### config.mk
export PLATFORM = sky130hd
export DESIGN_NAME = seg_disp_sched
export DESIGN_NICKNAME = d
export VERILOG_FILES = /design/src/rtl/seg_disp_sched.sv
export SDC_FILE = /design/constraint.sdc
export NUM_CORES = 1
export LEC_CHECK = 0
export ABC_CLOCK_PERIOD_IN_PS = 3000
export BUFFER_PORTS_ARGS = -buffer_cell sky130_fd_sc_hd__buf_4
export CAP_MARGIN = 20
export CORE_ASPECT_RATIO = 1.75
export CORE_MARGIN = 3
export CORE_UTILIZATION = 49
export DETAILED_ROUTE_END_ITERATION = 7
export PLACE_DENSITY_LB_ADDON = 0.25
export SLEW_MARGIN = 20
export SYNTH_ARGS = -nofsm -noshare
export SYNTH_HDL_FRONTEND = slang
export SYNTH_SLANG_ARGS = --single-unit
export TNS_END_PERCENT = 10
### constraint.sdc
create_clock -name clk -period 3 [get_ports clk]
set_clock_uncertainty 0.15 [all_clocks]
set_input_delay 0.75 -clock clk [delete_from_list [all_inputs] [get_ports clk]]
set_output_delay 0.75 -clock clk [all_outputs]
set_load 0.01 [all_outputs]
### src/rtl/seg_disp_sched.sv
// seg_disp_sched: round-robin owner of the shared 4-digit seven-segment
// display datapath. One requester at a time is granted. Its value is
// latched once, saturated to MAX_VAL, presented on num with a strobe, and
// held for HOLD_CYCLES clocks. The hold ends with a one-cycle ack to the owner.
//
// Ports:
//   clk     - display clock, rising edge
//   reset   - asynchronous, active-low reset
//   req     - per-requester display request (level, held until ack)
//   val     - flattened 16-bit values, requester i at [16*i+15:16*i]
//   gnt     - one-hot ownership, LOAD through end of HOLD
//   ack     - one-cycle pulse to the owner on the first IDLE cycle after HOLD
//   num     - value to the display driver, never above MAX_VAL
//   strobe  - one-cycle pulse, num has just been updated
//   owner   - index of the current or last owner
//   ovf     - latched value was saturated (valid with strobe, held)
//   busy    - scheduler is not idle
module seg_disp_sched #(
    parameter int unsigned N_REQ       = 4,
    parameter int unsigned HOLD_CYCLES = 1000,
    parameter int unsigned MAX_VAL     = 9999
) (
    input  logic                  clk,
    input  logic                  reset,
    input  logic [N_REQ-1:0]      req,
    input  logic [16*N_REQ-1:0]   val,
    output logic [N_REQ-1:0]      gnt,
    output logic [N_REQ-1:0]      ack,
    output logic [15:0]           num,
    output logic                  strobe,
    output logic [2:0]            owner,
    output logic                  ovf,
    output logic                  busy
);

    localparam int unsigned CNT_W = $clog2(HOLD_CYCLES) + 1;
    localparam logic [CNT_W-1:0] CNT_LOAD = CNT_W'(HOLD_CYCLES - 1);
    localparam logic [15:0] MAX_V = 16'(MAX_VAL);

    localparam logic [1:0] ST_IDLE = 2'd0;
    localparam logic [1:0] ST_LOAD = 2'd1;
    localparam logic [1:0] ST_HOLD = 2'd2;

    logic [1:0]       state_q,  state_d;
    logic [N_REQ-1:0] gnt_q,    gnt_d;
    logic [N_REQ-1:0] ack_q,    ack_d;
    logic [15:0]      num_q,    num_d;
    logic             strobe_q, strobe_d;
    logic [2:0]       owner_q,  owner_d;
    logic             ovf_q,    ovf_d;
    logic             busy_q,   busy_d;
    logic [CNT_W-1:0] cnt_q,    cnt_d;
    logic [2:0]       ptr_q,    ptr_d;

    logic             pick_valid;
    logic [2:0]       pick_idx;
    logic [15:0]      sel_val;

    // (base + off) mod N_REQ, valid while both operands are below N_REQ
    function automatic logic [2:0] wrap_idx(input logic [2:0] base, input int unsigned off);
        int unsigned s;
        s = 32'(base) + off;
        if (s >= N_REQ) begin
            s = s - N_REQ;
        end
        return 3'(s);
    endfunction

    // Index to one-hot over the requester vector
    function automatic logic [N_REQ-1:0] onehot(input logic [2:0] idx);
        logic [N_REQ-1:0] v;
        v = '0;
        for (int unsigned j = 0; j < N_REQ; j++) begin
            v[j] = (3'(j) == idx);
        end
        return v;
    endfunction

    // Round-robin pick: first asserted req scanning upward from ptr_q
    always_comb begin
        pick_valid = 1'b0;
        pick_idx   = '0;
        for (int unsigned i = 0; i < N_REQ; i++) begin
            for (int unsigned j = 0; j < N_REQ; j++) begin
                if (!pick_valid && req[j] && (3'(j) == wrap_idx(ptr_q, i))) begin
                    pick_valid = 1'b1;
                    pick_idx   = 3'(j);
                end
            end
        end
    end

    // Owner's value mux
    always_comb begin
        sel_val = '0;
        for (int unsigned j = 0; j < N_REQ; j++) begin
            if (3'(j) == owner_q) begin
                sel_val = val[16*j +: 16];
            end
        end
    end

    // Next-state and output logic
    always_comb begin
        state_d  = state_q;
        gnt_d    = gnt_q;
        ack_d    = '0;
        num_d    = num_q;
        strobe_d = 1'b0;
        owner_d  = owner_q;
        ovf_d    = ovf_q;
        cnt_d    = cnt_q;
        ptr_d    = ptr_q;

        case (state_q)
            ST_IDLE: begin
                if (pick_valid) begin
                    owner_d = pick_idx;
                    gnt_d   = onehot(pick_idx);
                    state_d = ST_LOAD;
                end
            end
            ST_LOAD: begin
                // Value is sampled only here; later changes are ignored
                if (sel_val > MAX_V) begin
                    num_d = MAX_V;
                    ovf_d = 1'b1;
                end else begin
                    num_d = sel_val;
                    ovf_d = 1'b0;
                end
                strobe_d = 1'b1;
                cnt_d    = CNT_LOAD;
                state_d  = ST_HOLD;
            end
            ST_HOLD: begin
                if (cnt_q != '0) begin
                    cnt_d = cnt_q - CNT_W'(1);
                end else begin
                    ack_d   = onehot(owner_q);
                    gnt_d   = '0;
                    ptr_d   = wrap_idx(owner_q, 1);
                    state_d = ST_IDLE;
                end
            end
            default: begin
                gnt_d   = '0;
                state_d = ST_IDLE;
            end
        endcase

        busy_d = (state_d != ST_IDLE);
    end

    // State register
    always_ff @(posedge clk or negedge reset) begin
        if (!reset) begin
            state_q  <= ST_IDLE;
            gnt_q    <= '0;
            ack_q    <= '0;
            num_q    <= '0;
            strobe_q <= 1'b0;
            owner_q  <= '0;
            ovf_q    <= 1'b0;
            busy_q   <= 1'b0;
            cnt_q    <= '0;
            ptr_q    <= '0;
        end else begin
            state_q  <= state_d;
            gnt_q    <= gnt_d;
            ack_q    <= ack_d;
            num_q    <= num_d;
            strobe_q <= strobe_d;
            owner_q  <= owner_d;
            ovf_q    <= ovf_d;
            busy_q   <= busy_d;
            cnt_q    <= cnt_d;
            ptr_q    <= ptr_d;
        end
    end

    assign gnt    = gnt_q;
    assign ack    = ack_q;
    assign num    = num_q;
    assign strobe = strobe_q;
    assign owner  = owner_q;
    assign ovf    = ovf_q;
    assign busy   = busy_q;

endmodule

==> impl_results.md, run 1 <==
- Layout cells sized above 1: 31.2%
- Ys flop type: dfrtp_1
- Final core occ: 69.1%
- Sequential area share after synthesis: 43.2%
- Vias: 2,545
- Slew HR: 61.6%
- Synthesized area: approximately 2600 µm²
- Crit-path leading delay family: compound AO/OA/AOI/OAI gates
- Worst path cell trace: inv_1, ha_2, nor2b_1, a221o_1, a22oi_1, nand3b_1, o31a_1, o22a_1
- Status: completed
- Crit-path slowest cell: dfrtp_1
- Drt first pass iters: 4
- I/O Buffers: 98
- Vias in the first global route: 2,485
- Core Footprint: approximately 5100 µm²
- Dpl hpwl: between 5000 and 6000 µm
- Fin. Hold Viols: 0
- Syn nets: about 360
- Type of origin of the critical path: flip-flop
- Cell area after layout: 3500 µm²
- Distinct cells, synth: just under 50
- Number of fill cells: about 430
- CP Launch Point: owner[1]$_DFFE_PN0P_
- Die H: around 100 µm
- Placed Cells: ~430
- Leak Pwr: 1.64 nW
- Total Power: 2.95 mW
- Die width: about 61 µm
- Layout area overhead: 34.2%
- Crit path kind: reg2reg
- Non-filler cells, final: 435
- Delay of the slowest critical-path stage: 0.44 ns
- FMAX: about 0.38 GHz
- EDFF count, synth: 0
- GR Util All Layers: 24.7%
- Num CTS Buffers: 5
- FF+latch count, synth: 45
- RSZ-0062 raised after global routing: no
- Post-Syn Area per Cell: 9.18 µm²
- Antenna cells: 0
- Clock latency on the worst-skew pair: 0.31 ns
- NumNets Final: 455
- Worst EP required: 3.05 ns
- Pin slew with the least headroom to its limit: 0.576 ns
- CTS resizes: 0
- FFs w/ async S/R, synth: 100%
- WL final: 7460 µm
- R2r startpoint: owner[1]$_DFFE_PN0P_
- Critical-path maximum fanout: 20
- Row count: 34
- Pwr Density: roughly 840 nW/µm²
- Routed len/inst: 17.1 µm
- Clk sinks: 45
- Final Cycle Share: 88.8%
- Critical path buffer and inverter count: 1
- Pin count of the biggest net entering global routing: between 40 and 50
- Yosys warning total: 0
- Area of placed instances: 3380 µm²
- Min cycle time layout: approximately 2.7 ns
- Clock slew at reported path FFs: 0.09 ns
- DRT iter0 DRCs: 114
- Post-Syn Instances: 284
- Post-route DRC: 0
- Final ANT Viol Nets: 0
- CTS tree: built
- Hold Crit Class: in2async
- Multi-input combinational cell area: 1350 µm²
- DRT met1 WL: 2730 µm
- Crit path arrival time: 2.71 ns
- Sequential Area: 1130 µm²
- CTS Root Cell: clkbuf_8
- Global route overflow: 0
- # IOs: 100
- Vias/cell: 5.85
- First-pass GRT wire length: between 10,000 and 15,000 µm
- Die area: 6270 µm²
- Met2 WL: 3910 µm
- GP Congestion: 0.900
- Initial antenna violation count: 0
- Initial core utilization: 51.5%
- Crit. End Element: flip-flop
- Max-cap violations: 0
- DR top layer: met4
- TNS Setup: 0 ns
- Final setup fails: 0
- Post-CTS Setup Repair Bufs: 0
- Met3 WL post-DR: 538 µm
- Longest Clk Path Bufs: 2
- VDD IR max: 0.527 mV
- Clock H-tree levels: 2
- Hold bufs inserted after CTS: 0
- Slew Limit Fails: 0
-- metal layers --
metal	vias up	track usage [%]
met3	23	5.01
met5	-	0
met2	111	42.7
li1	1217	-
met4	0	11.7
met1	1194	28.1
-- registers in the layout, indices dropped and copies added (netlist names) --
name     count
ptr_q        3
state_q      2
busy         1
strobe       1
gnt          4
owner        2
num         16
ovf          1
cnt_q       11
ack          4
-- synthesized netlist by cell type, drive strengths merged, types with 4 or more instances --
cell type  number  area share [%]
o21a            6             1.7
o21ai          22             4.2
nand2b          7             1.7
clkbuf          7             1.0
nor3            9             1.7
o22ai           4            0.96
inv            14             2.0
o22a            4             1.3
a22oi           5             1.4
nor4            5             1.2
and2            6             1.4
nor2b          12             3.2
mux2i           7             2.7
dfrtp          45              43
nand2          26             3.7
nor2           14             2.0
nand3b         10             2.9
buf             8             2.1
xnor2           6             2.0
ha              5             2.4
a21oi          28             5.4
-- final timing paths --
kind / to / cells after the start / slack (ns)
max reg2reg: num[1]$_DFFE_PN0P_ / 8 / 0.34
min: cnt_q[8]$_DFFE_PN0P_ / 1 / 0.28
max in group asynchronous: state_q[1]$_DFF_PN0_ / 1 / 2.03
min reg2reg: num[11]$_DFFE_PN0P_ / 2 / 0.34
min in group clk: num[11]$_DFFE_PN0P_ / 2 / 0.34
max: num[1]$_DFFE_PN0P_ / 8 / 0.34
-- metrics by stage --
stage               setup slack [ns]  hold slack, ns
global route                   0.191           0.321
detailed placement             0.220           0.325
global placement               0.326           0.316
CTS                            0.160           0.300
finish                         0.337           0.282
floorplan                      0.675           0.304
-- cells by family after synthesis --
family                   Yosys count  synth area share, %
XOR/XNOR                           7                 2.35
AO/OA/AOI/OAI                     91                 23.3
AND/OR/NAND/NOR                   99                 20.9
multiplexers                       7                 2.69
adder cells (fa/ha/maj)            5                 2.40
buffers and inverters             29                 5.09
flip-flops                        45                 43.2
other                              1                0.144
-- where the power goes --
group / internal [mW] / switching, mW
Sequential: 0.766 / 0.119
Combinational: 0.714 / 0.856
Clock: 0.256 / 0.235
Total: 1.74 / 1.21
-- final cells by class --
| type | count | area share (%) |
|---|---|---|
| Multi-Input combinational cell | 210 | 38.7 |
| Sequential cell | 45 | 32.2 |
| Timing Repair Buffer | 104 | 22.3 |
| Inverter | 14 | 1.50 |
| Clock inverter | 3 | 1.43 |
| Clock buffer | 5 | 1.97 |
| Tap cell | 54 | 1.93 |
-- worst reg2reg max path, stage by stage, from the launching register on --
cell and delay [ns]:
dfrtp_1 0.44, inv_1 0.14, ha_2 0.39, nor2b_1 0.19, a221o_1 0.34, a22oi_1 0.24, nand3b_1 0.20, o31a_1 0.25
o22a_1 0.22
-- placed cells by master (no fill, tap or decap), drive strengths merged, types with 2 or more instances in the layout --
cell / instances
a21o: 2
a21oi: 28
a221o: 2
a22oi: 5
a2bb2oi: 3
and2: 6
buf: 104
clkbuf: 5
dfrtp: 45
ha: 5
inv: 15
mux2i: 7
nand2: 26
nand2b: 7
nand3b: 10
nand4: 2
nor2: 14
nor2b: 12
nor3: 9
nor3b: 2
nor4: 5
o211ai: 2
o21a: 6
o21ai: 22
o22a: 4
o22ai: 4
o2bb2ai: 2
o32ai: 2
or4: 3
xnor2: 6
Note: power is estimated with default switching activity, not from simulation.
==> run 2: changes to the inputs <==
--- a/config.mk
+++ b/config.mk
@@ -10,7 +10,7 @@
 export CAP_MARGIN = 20
 export CORE_ASPECT_RATIO = 1.75
 export CORE_MARGIN = 3
-export CORE_UTILIZATION = 49
+export CORE_UTILIZATION = 25
 export DETAILED_ROUTE_END_ITERATION = 7
 export PLACE_DENSITY_LB_ADDON = 0.25
 export SLEW_MARGIN = 20
==> run 2 against run 1 <==
  * Wire length increased by 13%
  * Maximum frequency is 0.81% lower
  * Clock-buffer cell count is 1 higher
  * Critical path type unchanged
==> impl_results.md, run 2 (same netlist as run 1, synthesis figures left out) <==
- Antenna cells: 0
- Final ANT Viol Nets: 0
- Clock H-tree levels: 2
- DRT iter0 DRCs: 116
- Pin count of the biggest net entering global routing: 46
- Hold Crit Class: in2async
- Min cycle time layout: approximately 2.7 ns
- Crit. End Element: flip-flop
- TNS Setup: 0 ns
- Dpl hpwl: 6700 µm
- Row count: 48
- WL final: about 8500 µm
- Status: completed
- Pin slew with the least headroom to its limit: 0.579 ns
- Routed len/inst: 16.7 µm
- Vias in the first global route: between 2,000 and 3,000
- I/O Buffers: 98
- Final core occ: a little over a third
- Layout cells sized above 1: 31.5%
- Global route overflow: 0
- Post-route DRC: 0
- Leak Pwr: 1.66 nW
- Die area: 11,700 µm²
- Internal Pwr Total: between 1.5 and 2 mW
- FMAX: 0.373 GHz
- Core Footprint: roughly 10,000 µm²
- Layout area overhead: 39.2%
- Num CTS Buffers: 5
- Hold slack: between 0.2 and 0.3 ns
- Die H: 141 µm
- Clock slew at reported path FFs: roughly 0.070 ns
- RSZ-0062 raised after global routing: no
- Commonest non-fill, non-tap cell in the layout: buf_4
- Final Cycle Share: 89.5%
- Hold bufs inserted after CTS: 0
- GP Congestion: 0.861
- Die width: 83.2 µm
- Initial antenna violation count: 0
- Critical-path maximum fanout: 16
- Slew Limit Fails: 0
- Share of power burned in the clock network: a little under a fifth
- Initial core utilization: 26.0%
- # IOs: 100
- Non-filler cells, final: 506
- Final setup fails: 0
- Comb power frac: 52.3%
- Worst EP required: 3.01 ns
- Post-CTS Setup Repair Bufs: 0
- Vias/cell: 4.98
- GR Util All Layers: 14.6%
- Most frequent cells in the layout: 104 x buf_4, 45 x dfrtp_1, 28 x a21oi_1, 26 x nand2_1, 22 x o21ai_0
- First-pass GRT wire length: roughly 13,000 µm
- Crit path kind: reg2reg
- CTS resizes: 0
- NumNets Final: 455
- Sw Share: 40.6%
- Longest Clk Path Bufs: 2
- Pwr Density: 846 nW/µm²
- Fin. Hold Viols: 0
- Drt first pass iters: 4
- Slew HR: 61.4%
- Max reg flops: 16
- VDD IR max: 0.331 mV
- Worst r2r path cells: 9
- Placed Cells: between 400 and 500
- CTS tree: built
- Crit path arrival time: 2.69 ns
- Flop pwr share: 28.9%
- Type of origin of the critical path: flip-flop
- CTS Root Cell: clkbuf_16
- Psw: 1.25 mW
- Clk sinks: 45
- Vias: 2,519
- Clock latency on the worst-skew pair: 0.29 ns
- Max-cap violations: 0
-- run 2: changes by cell type in the layout (fill, tap and decap cells not counted) --
| cell | before | now |
|---|---|---|
| clkbuf_16 | 0 | 5 |
| ha_1 | 3 | 2 |
| inv_6 | 0 | 1 |
| inv_8 | 1 | 0 |
| bufinv_16 | 1 | 0 |
| ha_2 | 2 | 3 |
| clkbuf_8 | 5 | 1 |
-- run 2: worst paths after layout --
| kind | end | startpoint | slack (ns) |
|---|---|---|---|
| max reg2reg | num[6]$_DFFE_PN0P_ | owner[1]$_DFFE_PN0P_ | 0.32 |
| max | num[6]$_DFFE_PN0P_ | owner[1]$_DFFE_PN0P_ | 0.32 |
| min reg2reg | num[15]$_DFFE_PN0P_ | num[15]$_DFFE_PN0P_ | 0.33 |
| max in group asynchronous | num[2]$_DFFE_PN0P_ | reset | 1.99 |
| min in group clk | num[15]$_DFFE_PN0P_ | num[15]$_DFFE_PN0P_ | 0.33 |
| min | gnt[0]$_DFFE_PN0P_ | reset | 0.29 |
-- run 2: stage by stage --
stage	instance area [µm²]	power [mW]	setup slack, ns
floorplan	2610	1.91	0.675
CTS	3620	3.11	0.127
global route	3630	3.33	0.0640
global placement	3460	2.49	0.251
detailed placement	3460	2.51	0.146
finish	3630	3.07	0.316
-- run 2: final cells by class --
type                    instances  area, µm²
clock buffers                   6        139
clock inverters                 2       17.5
fillers                      1055       6400
inverters                      14       52.6
multi-input cells             210       1360
flip-flops and latches         45       1130
well taps                     125        156
repair buffers                104        781
-- run 2: power groups by stage --
| stage | clock, mW | combinational [mW] | sequential (mW) |
|---|---|---|---|
| 3_3_place_gp | 0 | 1.59 | 0.895 |
| 2_1_floorplan | 0 | 0.975 | 0.932 |
| 4_1_cts | 0.601 | 1.62 | 0.888 |
| 3_5_place_dp | 0 | 1.61 | 0.899 |
| 6_report | 0.579 | 1.61 | 0.887 |
| 5_1_grt | 0.626 | 1.79 | 0.912 |
-- run 2: routing by layer --
metal	wire length (µm)	up-vias	GRT usage, %
met3	443	17	3.10
met1	3230	1202	16.1
met2	4520	84	26.5
li1	-	1216	-
met5	0	-	0
met4	256	0	6.98
-- run 2: critical path, cell delays in order, from the launching register on --
cell,delay (ns)
dfrtp_1,0.44
inv_1,0.16
ha_2,0.36
buf_4,0.24
a21oi_1,0.08
a21oi_1,0.25
nor4_1,0.09
nor3_1,0.21
o31a_1,0.40
o21ai_0,0.15
==> run 3: changes to the inputs <==
==> constraint.sdc (replaced) <==
create_clock -name clk -period 3 [get_ports clk]
set_clock_uncertainty 0.15 [all_clocks]
set_input_delay 0.3 -clock clk [delete_from_list [all_inputs] [get_ports clk]]
set_output_delay 0.3 -clock clk [all_outputs]
set_load 0.01 [all_outputs]
==> run 3 against run 2 <==
  * Final cell count shrank 0.20%
  * Combinational power about the same
  * Cell area shrank 0.52%
  * Sequential share of layout area grew 0.16 points
  * Global-route usage fell by 0.20 points
  * Power shrank 1.6%
  * Maximum frequency about the same
  * First-iteration DRC count is 24% lower
  * Critical endpoint is now num[0]$_DFFE_PN0P_
==> impl_results.md, run 3 (same netlist as run 1, synthesis figures left out) <==
- Antenna cells: 0
- Die width: 83.2 µm
- Pre-CTS setup slack: 0.296 ns
- CTS resizes: 0
- Clock latency on the worst-skew pair: 0.28 ns
- Longest Clk Path Bufs: 2
- Crit path arrival time: around 2.7 ns
- Routed len/inst: 16.6 µm
- Die area: 11,700 µm²
- Leak Pwr: ~1.7 nW
- CTS tree: built
- Delay of the slowest critical-path stage: roughly 0.47 ns
- Most frequent cells in the layout: 103 x buf_4, 45 x dfrtp_1, 28 x a21oi_1, 26 x nand2_1, 22 x o21ai_0
- Pwr Density: 837 nW/µm²
- Row count: 48
- Max-cap violations: 0
- Commonest non-fill, non-tap cell in the layout: buf_4
- GR Util All Layers: between 10% and 20%
- Vias in the first global route: 2,666
- Critical-path maximum fanout: 16
- First-pass GRT wire length: 13,500 µm
- Pin slew with the least headroom to its limit: 0.608 ns
- Max reg flops: 16
- Layout cells sized above 1: 30.0%
- FMAX: 0.373 GHz
- GP Congestion: 0.829
- Dpl hpwl: 6740 µm
- Area of placed instances: about 3500 µm²
- RSZ-0062 raised after global routing: no
- Slew Limit Fails: 0
- Hold Crit Class: in2reg
- Core Footprint: between 10,000 and 15,000 µm²
- Fin. Hold Viols: 0
- Post-route DRC: 0
- Vias: 2,508
- Type of origin of the critical path: flip-flop
- Die H: approximately 140 µm
- Clk sinks: 45
- Clock H-tree levels: 2
- DRT iter0 DRCs: 88
- # IOs: 100
- Crit path kind: reg2reg
- Layout area overhead: 38.4%
- TNS Setup: 0 ns
- Final worst setup slack: approximately 0.32 ns
- CTS Root Cell: clkbuf_16
- Num CTS Buffers: 5
- Final Cycle Share: 89.4%
- Initial core utilization: 26.0%
- Vias/cell: 4.97
- Number of fill cells: 1,049
- Cell area after layout: 3610 µm²
- Min cycle time layout: ~2.7 ns
- WL final: 8410 µm
- Crit-path slowest cell: ha_1
- Worst path cell trace: inv_1, ha_1, buf_4, nand3b_1, a2bb2oi_1, nor3_1, a21oi_1, o31a_1, o22a_1
- I/O Buffers: 98
- Final ANT Viol Nets: 0
- Status: completed
- Initial antenna violation count: 0
- Worst EP required: 3.02 ns
- Global route overflow: 0
- NumNets Final: 455
- Drt first pass iters: 4
- VDD IR max: 0.319 mV
- Crit. End Element: flip-flop
- Final setup fails: 0
- Pin count of the biggest net entering global routing: 46
- Clock slew at reported path FFs: about 0.06 ns
- Slew HR: around 60%
-- run 3: cell count changes in the layout (fill, tap and decap cells not counted), sizes merged --
| cell | before | now |
|---|---|---|
| clkinv | 1 | 0 |
| buf | 104 | 103 |
| clkbuf | 6 | 7 |
| inv | 15 | 14 |
| dlygate4sd3 | 0 | 1 |
-- run 3: worst max-delay path: cells and delay by family, from the launching register on --
| kind | cells | cell delay, ns |
|---|---|---|
| compound gates | 4 | 0.75 |
| fa+ha+maj | 1 | 0.47 |
| flops | 1 | 0.42 |
| buf+inv | 2 | 0.39 |
| simple gates | 2 | 0.38 |
-- run 3: per-stage QoR --
step / cells / power, mW / hold slack, ns / utilization, %
6_report: 505 / 3.02 / 0.173 / 36.0
5_1_grt: 505 / 3.26 / 0.193 / 36.0
4_1_cts: 505 / 3.07 / 0.169 / 36.0
3_5_place_dp: 497 / 2.51 / 0.205 / 34.5
3_3_place_gp: 497 / 2.48 / 0.191 / 34.5
2_1_floorplan: 284 / 1.91 / -0.146 / -
-- run 3: final timing paths --
path / slack (ns) / cells past startpoint / from / end
setup / recovery: 0.32 / 9 / owner[1]$_DFFE_PN0P_ / num[0]$_DFFE_PN0P_
hold / removal: 0.17 / 3 / val[59] / num[11]$_DFFE_PN0P_
setup reg to reg: 0.32 / 9 / owner[1]$_DFFE_PN0P_ / num[0]$_DFFE_PN0P_
hold reg to reg: 0.34 / 2 / num[4]$_DFFE_PN0P_ / num[4]$_DFFE_PN0P_
max in group asynchronous: 1.88 / 2 / reset / strobe$_DFF_PN0_
min in group asynchronous: 0.40 / 2 / reset / gnt[3]$_DFFE_PN0P_
-- run 3: repair_timing --
action / 4_1_cts / 5_1_grt
setup buffers: 0 / 0
hold buffers: 1 / 0
hold endpoints to repair: 45 / 0
-- run 3: final cells by class --
type / instances / area [µm²] / share of cell area, %
inverters: 14 / 52.6 / 1.46
well taps: 125 / 156 / 4.33
flip-flops and latches: 45 / 1130 / 31.2
multi-input cells: 210 / 1350 / 37.4
clock buffers: 7 / 143 / 3.95
repair buffers: 104 / 783 / 21.7
-- run 3: metal layers --
layer  GRT usage [%]  share of wire, %  vias to the layer above  wire length, µm
met4            6.55               1.6                        0              138
li1                -                 -                     1213                -
met3            2.81               5.5                        9              460
met5               0                 0                        -                0
met1            16.1                38                     1209             3210
met2            26.2                55                       77             4600
-- run 3: power breakdown --
| part | total [mW] | internal [mW] | switching [mW] |
|---|---|---|---|
| registers | 0.887 | 0.768 | 0.119 |
| logic | 1.59 | 0.709 | 0.876 |
| clock network | 0.549 | 0.327 | 0.222 |
